--- config.mk ---
export PLATFORM = sky130hd
export DESIGN_NAME = firebird7_in_gate1_tessent_data_mux_ctrl_w19
export DESIGN_NICKNAME = d
export VERILOG_FILES = /design/src/rtl/firebird7_in_gate1_tessent_data_mux_ctrl_w19_pkg.sv /design/src/rtl/firebird7_in_gate1_tessent_tdr_w21.sv /design/src/rtl/firebird7_in_gate1_tessent_data_mux_ctrl_w19.sv
export SDC_FILE = /design/constraint.sdc
export NUM_CORES = 1
export LEC_CHECK = 0
export CAP_MARGIN = 20
export CORE_MARGIN = 2
export CORE_UTILIZATION = 52
export DETAILED_ROUTE_END_ITERATION = 8
export HOLD_SLACK_MARGIN = 0.08
export PLACE_DENSITY = 0.78
export SETUP_SLACK_MARGIN = 0.3
export SKIP_LAST_GASP = 1
export SYNTH_ARGS = -nofsm -noshare
export SYNTH_HDL_FRONTEND = slang
export SYNTH_SLANG_ARGS = --single-unit
--- constraint.sdc ---
create_clock -name ijtag_tck -period 2.4 [get_ports ijtag_tck]
set_clock_uncertainty 0.05 [all_clocks]
set_input_delay 0.24 -clock ijtag_tck [delete_from_list [all_inputs] [get_ports ijtag_tck]]
set_output_delay 0.24 -clock ijtag_tck [all_outputs]
set_load 0.02 [all_outputs]
--- src/rtl/firebird7_in_gate1_tessent_data_mux_ctrl_w19_pkg.sv ---
// -----------------------------------------------------------------------------
// firebird7_in_gate1_tessent_data_mux_ctrl_w19_pkg
//
// Shared definitions for the IJTAG data-mux override controller:
//   - state_t      : 2-bit controller state encoding (also exported for debug)
//   - TIMER_W      : width of the quiesce-acknowledge timer
//   - field helpers: bit positions of the takeover/force control bits that sit
//                    above the data field in the TDR shift register
// -----------------------------------------------------------------------------
package firebird7_in_gate1_tessent_data_mux_ctrl_w19_pkg;

  localparam int DEFAULT_WIDTH = 19;
  localparam int TIMER_W       = 8;

  typedef enum logic [1:0] {
    ST_IDLE   = 2'd0,
    ST_REQ    = 2'd1,
    ST_ACTIVE = 2'd2,
    ST_REL    = 2'd3
  } state_t;

  // TDR layout for a data field of 'width' bits:
  //   [width+1] takeover, [width] force, [width-1:0] data
  function automatic int force_idx(input int width);
    return width;
  endfunction

  function automatic int takeover_idx(input int width);
    return width + 1;
  endfunction

  function automatic int tdr_len(input int width);
    return width + 2;
  endfunction

endpackage

--- src/rtl/firebird7_in_gate1_tessent_tdr_w21.sv ---
// -----------------------------------------------------------------------------
// firebird7_in_gate1_tessent_tdr_w21
//
// IJTAG test data register: shift, capture and update stages only.
// Operation priority when several enables coincide: capture > shift > update.
//
// Ports:
//   clk, rst_n          clock / asynchronous active-low reset
//   sel, ce, se, ue, si network select, capture/shift/update enables, scan in
//   capture_data        value parallel-loaded on capture
//   so                  scan out (bit 0 of the shift register)
//   upd_takeover/force  update-stage control bits
//   upd_data            update-stage data field
//   upd_strobe          high for the one cycle right after an update edge,
//                       aligned with the freshly loaded update values
//   takeover_update     high in the cycle an update with takeover=1 is taken
// -----------------------------------------------------------------------------
module firebird7_in_gate1_tessent_tdr_w21
  import firebird7_in_gate1_tessent_data_mux_ctrl_w19_pkg::*;
#(
  parameter int WIDTH = DEFAULT_WIDTH
) (
  input  logic             clk,
  input  logic             rst_n,
  input  logic             sel,
  input  logic             ce,
  input  logic             se,
  input  logic             ue,
  input  logic             si,
  input  logic [WIDTH+1:0] capture_data,
  output logic             so,
  output logic             upd_takeover,
  output logic             upd_force,
  output logic [WIDTH-1:0] upd_data,
  output logic             upd_strobe,
  output logic             takeover_update
);

  localparam int LEN = tdr_len(WIDTH);
  localparam int TK  = takeover_idx(WIDTH);
  localparam int FI  = force_idx(WIDTH);

  logic [LEN-1:0] shift_q;
  logic           capture_en;
  logic           shift_en;
  logic           update_en;

  assign capture_en = sel & ce;
  assign shift_en   = sel & se & ~ce;
  assign update_en  = sel & ue & ~ce & ~se;

  always_ff @(posedge clk or negedge rst_n) begin
    if (!rst_n) begin
      shift_q <= '0;
    end else if (capture_en) begin
      shift_q <= capture_data;
    end else if (shift_en) begin
      shift_q <= {si, shift_q[LEN-1:1]};
    end
  end

  always_ff @(posedge clk or negedge rst_n) begin
    if (!rst_n) begin
      upd_takeover <= 1'b0;
      upd_force    <= 1'b0;
      upd_data     <= '0;
      upd_strobe   <= 1'b0;
    end else begin
      upd_strobe <= update_en;
      if (update_en) begin
        upd_takeover <= shift_q[TK];
        upd_force    <= shift_q[FI];
        upd_data     <= shift_q[WIDTH-1:0];
      end
    end
  end

  assign so              = shift_q[0];
  assign takeover_update = update_en & shift_q[TK];

endmodule

--- src/rtl/firebird7_in_gate1_tessent_data_mux_ctrl_w19.sv ---
// -----------------------------------------------------------------------------
// firebird7_in_gate1_tessent_data_mux_ctrl_w19
//
// IJTAG-controlled override of a functional data bus. Software shifts
// {takeover, force, data} into the TDR and updates; the controller then asks
// the functional side to quiesce and, once acknowledged (or immediately when
// force=1), asserts ijtag_select so the parent's data mux drives ijtag_data_out.
//
// Quiesce handshake: quiesce_req is a level request held for the whole
// override; quiesce_ack is a level response sampled only while waiting in
// ST_REQ. ack is ignored in every other state, so an ack that drops during the
// override does not end it -- only a software update with takeover=0 does.
// ijtag_select is always asserted strictly inside the quiesce_req window
// (except for force mode, where quiesce_req is never raised).
//
// Ports:
//   ijtag_tck, ijtag_reset            clock, async active-low reset
//   ijtag_sel/ce/se/ue/si, ijtag_so   IJTAG TDR access
//   functional_data_in                bus value observed on capture
//   quiesce_ack / quiesce_req         quiesce handshake with functional side
//   ijtag_data_out, ijtag_select      override value and mux select
//   fsm_state                         controller state, for debug/checkers
// -----------------------------------------------------------------------------
module firebird7_in_gate1_tessent_data_mux_ctrl_w19
  import firebird7_in_gate1_tessent_data_mux_ctrl_w19_pkg::*;
#(
  parameter int WIDTH       = DEFAULT_WIDTH,
  parameter int ACK_TIMEOUT = 255
) (
  input  logic             ijtag_tck,
  input  logic             ijtag_reset,
  input  logic             ijtag_sel,
  input  logic             ijtag_ce,
  input  logic             ijtag_se,
  input  logic             ijtag_ue,
  input  logic             ijtag_si,
  output logic             ijtag_so,
  input  logic [WIDTH-1:0] functional_data_in,
  input  logic             quiesce_ack,
  output logic             quiesce_req,
  output logic [WIDTH-1:0] ijtag_data_out,
  output logic             ijtag_select,
  output logic [1:0]       fsm_state
);

  localparam logic [TIMER_W:0] ACK_LIMIT = (TIMER_W + 1)'(ACK_TIMEOUT);

  state_t               state_q, state_d;
  logic [TIMER_W-1:0]   timer_q, timer_d;
  logic [TIMER_W:0]     timer_inc;
  logic [TIMER_W-1:0]   timer_sat;
  logic                 select_q, select_d;
  logic                 qreq_q, qreq_d;
  logic                 flag_q, flag_d;
  logic                 timeout_hit;

  logic                 upd_takeover;
  logic                 upd_force;
  logic                 upd_strobe;
  logic                 takeover_update;

  firebird7_in_gate1_tessent_tdr_w21 #(
    .WIDTH(WIDTH)
  ) u_tdr (
    .clk             (ijtag_tck),
    .rst_n           (ijtag_reset),
    .sel             (ijtag_sel),
    .ce              (ijtag_ce),
    .se              (ijtag_se),
    .ue              (ijtag_ue),
    .si              (ijtag_si),
    .capture_data    ({select_q, flag_q, functional_data_in}),
    .so              (ijtag_so),
    .upd_takeover    (upd_takeover),
    .upd_force       (upd_force),
    .upd_data        (ijtag_data_out),
    .upd_strobe      (upd_strobe),
    .takeover_update (takeover_update)
  );

  // Timer counts REQ cycles; one extra bit detects saturation so it never wraps.
  assign timer_inc = {1'b0, timer_q} + {{TIMER_W{1'b0}}, 1'b1};
  assign timer_sat = timer_inc[TIMER_W] ? {TIMER_W{1'b1}} : timer_inc[TIMER_W-1:0];

  always_comb begin
    state_d     = state_q;
    timer_d     = timer_q;
    select_d    = select_q;
    qreq_d      = qreq_q;
    timeout_hit = 1'b0;
    unique case (state_q)
      ST_IDLE: begin
        // React to a new update only: a stale takeover=1 left behind by a
        // timeout must not restart the request on its own.
        if (upd_strobe && upd_takeover) begin
          if (upd_force) begin
            state_d  = ST_ACTIVE;
            select_d = 1'b1;
            qreq_d   = 1'b0;
          end else begin
            state_d = ST_REQ;
            qreq_d  = 1'b1;
            timer_d = '0;
          end
        end
      end
      ST_REQ: begin
        if (!upd_takeover) begin
          state_d = ST_IDLE;
          qreq_d  = 1'b0;
        end else if (quiesce_ack) begin
          // Ack is checked ahead of the timeout, so a tie goes to ACTIVE.
          state_d  = ST_ACTIVE;
          select_d = 1'b1;
        end else if (timer_inc >= ACK_LIMIT) begin
          state_d     = ST_IDLE;
          qreq_d      = 1'b0;
          timeout_hit = 1'b1;
        end else begin
          timer_d = timer_sat;
        end
      end
      ST_ACTIVE: begin
        if (!upd_takeover) begin
          state_d  = ST_REL;
          select_d = 1'b0;
        end
      end
      ST_REL: begin
        // select already low for a cycle; now let the functional side go.
        state_d  = ST_IDLE;
        select_d = 1'b0;
        qreq_d   = 1'b0;
      end
      default: begin
        state_d  = ST_IDLE;
        select_d = 1'b0;
        qreq_d   = 1'b0;
      end
    endcase
  end

  // A new takeover request clears the sticky flag from a previous timeout.
  always_comb begin
    flag_d = flag_q;
    if (takeover_update) begin
      flag_d = 1'b0;
    end else if (timeout_hit) begin
      flag_d = 1'b1;
    end
  end

  always_ff @(posedge ijtag_tck or negedge ijtag_reset) begin
    if (!ijtag_reset) begin
      state_q  <= ST_IDLE;
      timer_q  <= '0;
      select_q <= 1'b0;
      qreq_q   <= 1'b0;
      flag_q   <= 1'b0;
    end else begin
      state_q  <= state_d;
      timer_q  <= timer_d;
      select_q <= select_d;
      qreq_q   <= qreq_d;
      flag_q   <= flag_d;
    end
  end

  assign ijtag_select = select_q;
  assign quiesce_req  = qreq_q;
  assign fsm_state    = state_q;

endmodule

Yosys cells after proc, flatten, opt, wreduce, memory -nomap -nowiden --
Index checks and enable logic that the tools add are counted.
Storage, ports and cells: flip-flop bits (word level) 56, input port bits 27, output and inout bits 24, logic and storage cells 79
Operators by class: bitwise operators 9, reduce and logical (&&, ||, !) cells 10, magnitude comparators 1, eq/ne operators 14, add/sub/neg operators 1, mux-type cells 34
Operators with widths (count):
- 2-to-1 mux 8 bit | 6
- 2-to-1 mux 21 bit | 2
- 2-to-1 mux 1 bit | 16
- one-hot mux 8 bit (2 select lines) | 1
- 2-to-1 mux 2 bit | 6
- != test 2 bit, second input constant | 6
- adder 8 x 1 -> 9 bit, second input constant | 1
- >= comparator 9 x 8 -> 1 bit, second input constant | 1
- one-hot mux 2 bit (4 select lines) | 1
- bitwise AND 1 bit | 7
- != test 3 bit, second input constant | 2
- AND reduction 6 bit | 1
- nonzero test 2 bit | 3
- AND reduction 5 bit | 1
- == test 2 bit, second input constant | 2
- != test 2 x 1 -> 1 bit, second input constant | 2
- != test 4 bit, second input constant | 1
- one-hot mux 1 bit (4 select lines) | 1
- AND reduction 4 bit | 1
- one-hot mux 1 bit (3 select lines) | 1
- AND reduction 3 bit | 1
- nonzero test 3 bit | 1
- == test 2 x 1 -> 1 bit, second input constant | 1
- zero test 2 bit | 1
- 2 further kinds | 3

Longest topological paths before layout --
Gate-level depths: netlist of run 1.
depth in word-level cells 8, mapped depth 8, mapped depth without buffers 8

Hierarchy --
Synthesis of run 1 repeated with hierarchy kept, for this count alone.
Second synthesis, totals: cells, all modules 269, area, all modules 2824.0 um2
By module, submodules not included:
- firebird7_in_gate1_tessent_tdr_w21 | area an instance 1954.4 um2, times used 1, sequential area each 1076.0 um2, cells each 168
- firebird7_in_gate1_tessent_data_mux_ctrl_w19 | area an instance 869.6 um2, times used 1, sequential area each 325.3 um2, cells each 101

Least setup slack after synthesis of run 1 --
Ideal clock, no wire load.
kind register to register, start register timer_q[0], end register timer_q[5], setup time 0.104 ns, clock period less this slack 2.004 ns, cell stages (with the launch flop) 8, required time 2.246 ns, path slack 0.396 ns, arrival 1.850 ns, path buffers 0, cells stage by stage dfrtp_1 > ha_1 > and3_2 > nand4_1 > nand4_4 > a311oi_4 > nand3_1 > o311ai_1
Between the ends: word-level cells in the longest chain between the ends 6, elaborated cells on any way between the ends 9, those cells by class add/sub: 1; order compare: 1; eq/ne: 1; mux: 5; reduce/logical: 1
RTL lines:
- start: declaration | line firebird7_in_gate1_tessent_data_mux_ctrl_w19.sv:49 | logic [TIMER_W-1:0] timer_q, timer_d;
- start signal: assignment | line firebird7_in_gate1_tessent_data_mux_ctrl_w19.sv:162 | timer_q <= timer_d;
- adder 8 x 1 -> 9 bit (*) | line firebird7_in_gate1_tessent_data_mux_ctrl_w19.sv:82 | assign timer_inc = {1'b0, timer_q} + {{TIMER_W{1'b0}}, 1'b1};
- parallel branches: the longest is 5 deep, another holds >= comparator 9 x 8 -> 1 bit
Mark *: on every way between the ends. The select of a mux whose other input is x is not followed. A chain may end at the register's enable or synchronous reset.

Worst setup path after layout of run 1 --
start register timer_q[0], end register timer_q[4]
The elaborated chain is that of the path after synthesis.

==> metrics.md, run 1 <==
| Metric | Value |
|---|---|
| Antenna cell count | 0 |
| Worst hold slack | 0.384 ns |
| Worst-Margin Slew | between 0.5 and 0.6 ns |
| Starting Density | 0.531 |
| Routed Wire Length | 6060 um |
| Largest family of logic cells by synthesized area | compound AO/OA/AOI/OAI gates |
| Core Box Area | roughly 0.0050 mm2 |
| Cts bufs inserted | 5 |
| Critical path class | flip-flop to flip-flop |
| Finished layout cell area | 0.00352 mm2 |
| Hpwl dp | approximately 4000 um |
| # DRC | 0 |
| Register area | about 0.0014 mm2 |
| Post-synth top area cell | dfrtp_1 |
| ANT nets after route | 0 |
| TritonCTS clock tree | built |
| Distinct cells, synth | between 40 and 50 |
| P&R area growth vs syn | 31.3% |
| Grt ovf | 0 |
| Worst endpoint required time | roughly 2.6 ns |
| Clock transition at the registers of the reported paths | around 0.11 ns |
| Most used DFF post-synth | dfrtp_1 |
| Final setup fails | 0 |
| FF-to-FF setup slack | between 0.3 and 0.4 ns |
| Post-synthesis area per instance | about 12 um2 |
| Post-synth EDFFs | 0 |
| Worst-Skew Late Latency | between 0.3 and 0.4 ns |
| Mux share of post-synthesis cell area | 0.0841 |
| Status | finished clean |
| Synth Area in Compound Gates | 0.231 |
| DR pass1 iterations | 4 |
| Unrepaired setup endpoints after global routing | yes |
| Max_cap viols | 0 |
| Seq/Total Area, Yosys | 0.523 |
| Setup crit end kind | flip-flop |
| Worst setup path end | timer_q[4] |
| CP Launch Type | flip-flop |
| Final period demand of the worst path | 2.09 ns |
| I/O pin cnt | ~50 |
| Synth Area in Simple Gates | 0.121 |
| Post-DP Area | roughly 0.0033 mm2 |
| Avg Vias per Cell | 5.95 |
| Peak Freq | between 400 and 500 MHz |
| Yosys Warn Count | 0 |
| R2R cell count | 8 |
| Synthesized area | ~0.0027 mm2 |
| Slew Viols, Final | 0 |
| FF+latch count, synth | 56 |
| Die Wd | between 70 and 80 um |
| Power after layout | approximately 2.9 mW |
| Die height | ~76 um |
| Rel. slew slack | 0.640 |
| Peak supply drop | approximately 540 uV |
| Vias in the first global route | about 1900 |
| Critical Path Fanout Max | 6 |
| H-tree levels | 2 |
| DRT iter0 DRCs | 225 |
| # nets final | 314 |
| HP Class | input port to async pin |
| Port bufs | 50 |
| Routability cong. | 0.882 |
| Root buffer cell | clkbuf_8 |
| Fin util | 0.697 |
| Vias | ~2100 |
| Post-Synth Adder-Cell Area | 0.00935 |
| Filler instances | about 380 |
| Max Buffers Root-to-Sink | 2 |
| CP startpoint | timer_q[0] |
| Largest net degree at the start of global routing | 35 |
| Synth area leaders | dfrtp_1, a22o_1, mux2_2 |
| Die footprint | ~0.0057 mm2 |
| Pleak | roughly 1.5 nW |
| Multi-input gate area | between 0.001 and 0.0015 mm2 |
| Post-Synthesis Cells | between 200 and 250 |
| First-pass GRT wire length | roughly 9300 um |
| Initial antenna violation count | 0 |
| Final worst-path cycle share | 0.870 |
| Share of the synthesized area in the top cell type | 0.523 |
| Total clock sinks | 56 |
| Ratio of cells with drive above 1 in the final layout | 0.241 |
| Syn nets | about 250 |
| WL/cell | roughly 17 um |
| Endpoints failing hold | 0 |
| Pwr/cell area | 828 mW/mm2 |
| Row count | 26 |
| Worst R2R End | timer_q[4] |
| CP arrival | between 2 and 2.5 ns |
| Total GRT Usage | 0.214 |
| R2r startpoint | timer_q[0] |
| Async S/R FF share, synth | 1.00 |
| Fin Setup TNS | 0 ns |
| XOR/XNOR Fraction of Synth Area | 0 |
[worst min-delay path by stage]
stage / endpoint / slack, ns / from / cells after the start
2_1_floorplan: flag_q / -0.11 / ijtag_reset / 0
3_3_place_gp: fsm_state[1] / 0.20 / ijtag_reset / 1
3_5_place_dp: ijtag_select / 0.21 / ijtag_reset / 1
4_1_cts: u_tdr.shift_q[0] / 0.40 / ijtag_reset / 2
5_1_grt: u_tdr.shift_q[0] / 0.43 / ijtag_reset / 2
6_report: u_tdr.shift_q[0] / 0.38 / ijtag_reset / 2
[placed cells by master (no fill, tap or decap), types with 2 or more instances in the layout]
master | netlist | routed
a21oi_1 | 12 | 8
a21oi_2 | 0 | 4
a22o_1 | 42 | 42
a31oi_1 | 5 | 5
and3_1 | 2 | 2
and3_4 | 1 | 2
and4_2 | 2 | 2
buf_12 | 0 | 2
buf_4 | 1 | 10
buf_6 | 1 | 3
clkbuf_8 | 0 | 5
clkdlybuf4s50_1 | 0 | 49
clkinvlp_4 | 0 | 2
dfrtp_1 | 56 | 54
dfrtp_2 | 0 | 2
inv_1 | 5 | 5
mux2_2 | 20 | 20
nand2_1 | 18 | 17
nand2_4 | 0 | 2
nand3_1 | 5 | 5
nand3b_1 | 2 | 2
nor2_1 | 5 | 5
o21ai_0 | 7 | 5
o21ai_1 | 0 | 2
o22a_1 | 2 | 2
[what timing repair did]
action,4_1_cts,5_1_grt
hold buffers,1,0
buffers inserted,4,4
endpoints found under the setup margin,8,10
gates resized for setup,2,16
pin swaps,3,12
endpoints found under the hold margin,22,0
[cells in the mapped netlist (all sizes together), types with 3 or more instances]
library cell,count
o21ai,7
mux2,20
nand3,6
a21oi,12
a22o,42
nand2,19
buf,4
clkbuf,9
inv,5
dfrtp,56
a31oi,6
nor2,6
and3,4
and4,3
[area by class of cell]
| cell class | count | share of cell area |
|---|---|---|
| clock buffers | 5 | 0.0196 |
| clock inverters | 3 | 0.00747 |
| inverters | 5 | 0.00534 |
| multi-input cells | 151 | 0.357 |
| flip-flops and latches | 56 | 0.399 |
| well taps | 70 | 0.0249 |
| repair buffers | 66 | 0.186 |
[cells by family after synthesis]
family | count (synthesis)
flip-flops | 56
multiplexers | 20
AO/OA/AOI/OAI | 77
AND/OR/NAND/NOR | 52
adder cells (fa/ha/maj) | 2
buffers and inverters | 18
[layer usage]
metal,track usage,wire length [um],up-vias
met3,0.0476,315,9
met1,0.318,2780,1064
met2,0.314,2890,69
met5,0,0,-
met4,0.0663,69,0
li1,-,-,977
[report_power, final]
part           internal, mW  switching [mW]  total, mW
Combinational         0.519           0.478      0.998
Sequential             1.15           0.213       1.36
Clock                 0.213           0.337      0.551
Total                  1.88            1.03       2.91
[worst max-delay path, stage by stage, from the launching register on]
cell	delay [ns]
dfrtp_2	0.47
ha_4	0.20
and3_4	0.19
nand4_1	0.10
buf_6	0.14
nand4_4	0.17
a311oi_4	0.45
nand2_1	0.13
a21oi_2	0.13
[stage by stage]
stage | setup slack (ns) | std cells
after floorplan | 0.396 | 225
after global placement | 0.255 | 339
after detailed placement | 0.203 | 339
after CTS | 0.308 | 352
after global routing | 0.234 | 356
final | 0.311 | 356
[sequential cells by signal, summed over array words and instances, names as in the netlist]
name / cells
u_tdr.upd_data: 19
u_tdr.upd_strobe: 1
u_tdr.shift_q: 21
u_tdr.upd_takeover: 1
fsm_state: 2
ijtag_select: 1
timer_q: 8
flag_q: 1
quiesce_req: 1
u_tdr.upd_force: 1
Note: power is estimated with default switching activity, not from simulation.
==> run 2: changes to the inputs <==
--- a/config.mk
+++ b/config.mk
@@ -6,6 +6,7 @@
 export NUM_CORES = 1
 export LEC_CHECK = 0
 export CAP_MARGIN = 20
+export CORE_ASPECT_RATIO = 1.25
 export CORE_MARGIN = 2
 export CORE_UTILIZATION = 52
 export DETAILED_ROUTE_END_ITERATION = 8
==> metrics.md, run 2 (synthesis gave the netlist of run 1 again) <==
| Metric | Value |
|---|---|
| Pwr/cell area | 848 mW/mm2 (was 828 mW/mm2) |
| Die height | 84.2 um (was 75.8 um) |
| CP Launch Type | flip-flop (unchanged) |
| Rel. slew slack | 0.481 (was 0.640) |
| Total clock sinks | 56 (unchanged) |
| HP Class | flip-flop to flip-flop (was input port to async pin) |
| Initial antenna violation count | 0 (unchanged) |
| ANT nets after route | 0 (unchanged) |
| Inst Count DP | 335 (was 339) |
| Peak supply drop | 561 uV (was 536 uV) |
| Final worst-path cycle share | 0.873 (was 0.870) |
| Internal power | 2.04 mW (was 1.88 mW) |
| CP startpoint | timer_q[1] (was timer_q[0]) |
| Total GRT Usage | 0.215 (was 0.214) |
| Ratio of cells with drive above 1 in the final layout | 0.255 (was 0.241) |
| Fin util | 0.717 (was 0.697) |
| TritonCTS clock tree | built (unchanged) |
| Die footprint | 0.00574 mm2 (about the same) |
| Fin Setup TNS | 0 ns (unchanged) |
| Status | finished clean (unchanged) |
| Worst-Skew Late Latency | 0.31 ns (was 0.32 ns) |
| Starting Density | 0.535 (was 0.531) |
| Routed Wire Length | 5960 um (was 6060 um) |
| Vias | 2112 (was 2119) |
| Switching Share | 0.330 (was 0.354) |
| Antenna cell count | 0 (unchanged) |
| Slowest-stage cell, CP | a311oi_4 (was dfrtp_2) |
| Clock transition at the registers of the reported paths | 0.10 ns (was 0.11 ns) |
| Core Box Area | 0.00501 mm2 (was 0.00504 mm2) |
| Max_cap viols | 0 (unchanged) |
| # nets final | 322 (was 314) |
| Cell mode on critical path | a21oi_1 |
| Hold wc startpoint | u_tdr.upd_data[3] |
| DR pass1 iterations | 4 (unchanged) |
| WL/cell | 16.7 um (was 17.0 um) |
| Slew Viols, Final | 0 (unchanged) |
| Vias in the first global route | 2071 (was 1885) |
| Critical path class | flip-flop to flip-flop (unchanged) |
| I/O pin cnt | 51 (unchanged) |
| Clock power frac | 0.214 (was 0.189) |
| Worst endpoint required time | 2.58 ns (was 2.60 ns) |
| Sw Pwr | 1.01 mW (was 1.03 mW) |
| R2r startpoint | timer_q[1] (was timer_q[0]) |
| Endpoints failing hold | 0 (unchanged) |
| P&R area growth vs syn | 34.2% (was 31.3%) |
| Final setup fails | 0 (unchanged) |
| Worst-Margin Slew | 0.778 ns (was 0.540 ns) |
| Critical Path Fanout Max | 6 (unchanged) |
| Row count | 29 (was 26) |
| Largest register FFs | 21 (unchanged) |
| Finished Layout Cells | 356 (unchanged) |
| Die Wd | 68.2 um (was 75.8 um) |
| # DRC | 0 (unchanged) |
| Final period demand of the worst path | 2.10 ns (was 2.09 ns) |
| Grt ovf | 0 (unchanged) |
| Avg Vias per Cell | 5.93 (was 5.95) |
| Most common cell after layout, fill and taps aside | dfrtp_1 (unchanged) |
| Routability cong. | 0.822 (was 0.882) |
| Filler instances | 377 (was 376) |
| Root buffer cell | clkbuf_8 (unchanged) |
| CP peak stage delay | 0.46 ns (was 0.47 ns) |
| CP Cell Sequence | ha_4, and3_4, nand4_1, nand4_4, a311oi_4, a21oi_1, a21oi_1 (was ha_4, and3_4, nand4_1, buf_6, nand4_4, a311oi_4, nand2_1, a21oi_2) |
| Hpwl dp | 4120 um (was 3890 um) |
| Most flop-heavy register | u_tdr.shift_q (unchanged) |
| DRT iter0 DRCs | 110 (was 225) |
| Register area | 0.00140 mm2 (about the same) |
| Combinational Power Share | 0.342 (was 0.343) |
| Highest-count cells in the layout ignoring fill and taps | dfrtp_1, clkdlybuf4s50_1, a22o_1 (unchanged) |
| Largest net degree at the start of global routing | 35 (unchanged) |
| Unrepaired setup endpoints after global routing | yes (unchanged) |
| H-tree levels | 2 (unchanged) |
| Top Registers | u_tdr.shift_q x21, u_tdr.upd_data x19, timer_q x8 (unchanged) |
| Pleak | 1.56 nW (was 1.51 nW) |
| Multi-input gate area | 0.00126 mm2 (about the same) |
| Max Buffers Root-to-Sink | 2 (unchanged) |
| Setup crit end kind | flip-flop (unchanged) |
| CP arrival | 2.28 ns (was 2.29 ns) |
| Port bufs | 50 (unchanged) |
| Cts bufs inserted | 5 (unchanged) |
| First-pass GRT wire length | 9520 um (was 9320 um) |
| Sequential power share | 0.444 (was 0.468) |
| Peak Freq | 477 MHz (was 479 MHz) |
## run 2: changes by cell type in the layout (fill, tap and decap cells not counted), sizes merged
cell / delta
buf: +8
clkinvlp: -2
bufinv: +1
clkbuf: +1
clkinv: +1
inv: -1
## run 2: area by class of cell
class | count | share of cell area
Clock buffer | 6 | 0.0230
Clock inverter | 2 | 0.0108
Inverter | 5 | 0.00522
Multi-Input combinational cell | 151 | 0.351
Sequential cell | 56 | 0.390
Tap cell | 62 | 0.0216
Timing Repair Buffer | 74 | 0.198
## run 2: path summary, 6_finish.rpt
| check | slack [ns] | to | cells after the start |
|---|---|---|---|
| max | 0.30 | timer_q[4] | 7 |
| min | 0.46 | u_tdr.upd_data[3] | 1 |
| max reg2reg | 0.30 | timer_q[4] | 7 |
| min reg2reg | 0.46 | u_tdr.upd_data[3] | 1 |
| max in group asynchronous | 1.14 | u_tdr.upd_data[9] | 3 |
| min in group asynchronous | 0.48 | ijtag_select | 2 |
## run 2: power by group through the flow
stage          Combinational, mW  Sequential, mW  Clock [mW]
6_report                    1.04            1.35       0.651
5_1_grt                     1.13            1.38       0.700
4_1_cts                    0.968            1.34       0.669
3_5_place_dp               0.930            1.36           0
3_3_place_gp               0.914            1.35           0
2_1_floorplan              0.422            1.45           0
## run 2: what timing repair did
item,CTS,global route
setup endpoints to repair,7,8
hold buffers,1,0
pin swaps,4,18
setup buffers,5,7
resized for setup,3,11
hold endpoints to repair,32,0
## run 2: worst max-delay path, delay by kind of cell (launching register included)
kind,cells,cell delay (ns)
AOI/OAI and AO/OA,3,0.72
and+or+nand+nor,3,0.60
DFF,1,0.44
adders and majority gates,1,0.21
## run 2: metal layers
layer,vias up,part of all wire,global-route usage
met3,11,0.052,0.0576
met5,-,0,0
met1,1051,0.42,0.271
met4,0,0.015,0.0618
met2,56,0.51,0.358
li1,994,-,-
## run 2: through the flow
stage               cell area, um2  power (mW)  setup WS (ns)  hold slack (ns)
detailed placement            3280        2.29          0.170            0.312
floorplan                     2680        1.87          0.396           -0.106
finish                        3590        3.05          0.304            0.465
global route                  3590        3.21          0.227            0.478
global placement              3280        2.26          0.270            0.300
CTS                           3470        2.97          0.280            0.469
==> run 3: changes to the inputs <==
--- a/config.mk
+++ b/config.mk
@@ -9,11 +9,13 @@
 export CORE_ASPECT_RATIO = 1.25
 export CORE_MARGIN = 2
 export CORE_UTILIZATION = 52
+export CTS_CLUSTER_SIZE = 10
 export DETAILED_ROUTE_END_ITERATION = 8
 export HOLD_SLACK_MARGIN = 0.08
 export PLACE_DENSITY = 0.78
 export SETUP_SLACK_MARGIN = 0.3
 export SKIP_LAST_GASP = 1
+export SLEW_MARGIN = 20
 export SYNTH_ARGS = -nofsm -noshare
 export SYNTH_HDL_FRONTEND = slang
 export SYNTH_SLANG_ARGS = --single-unit
==> results of run 3 <==
No change in the layout: final DEF, timing and power equal those of run 2.
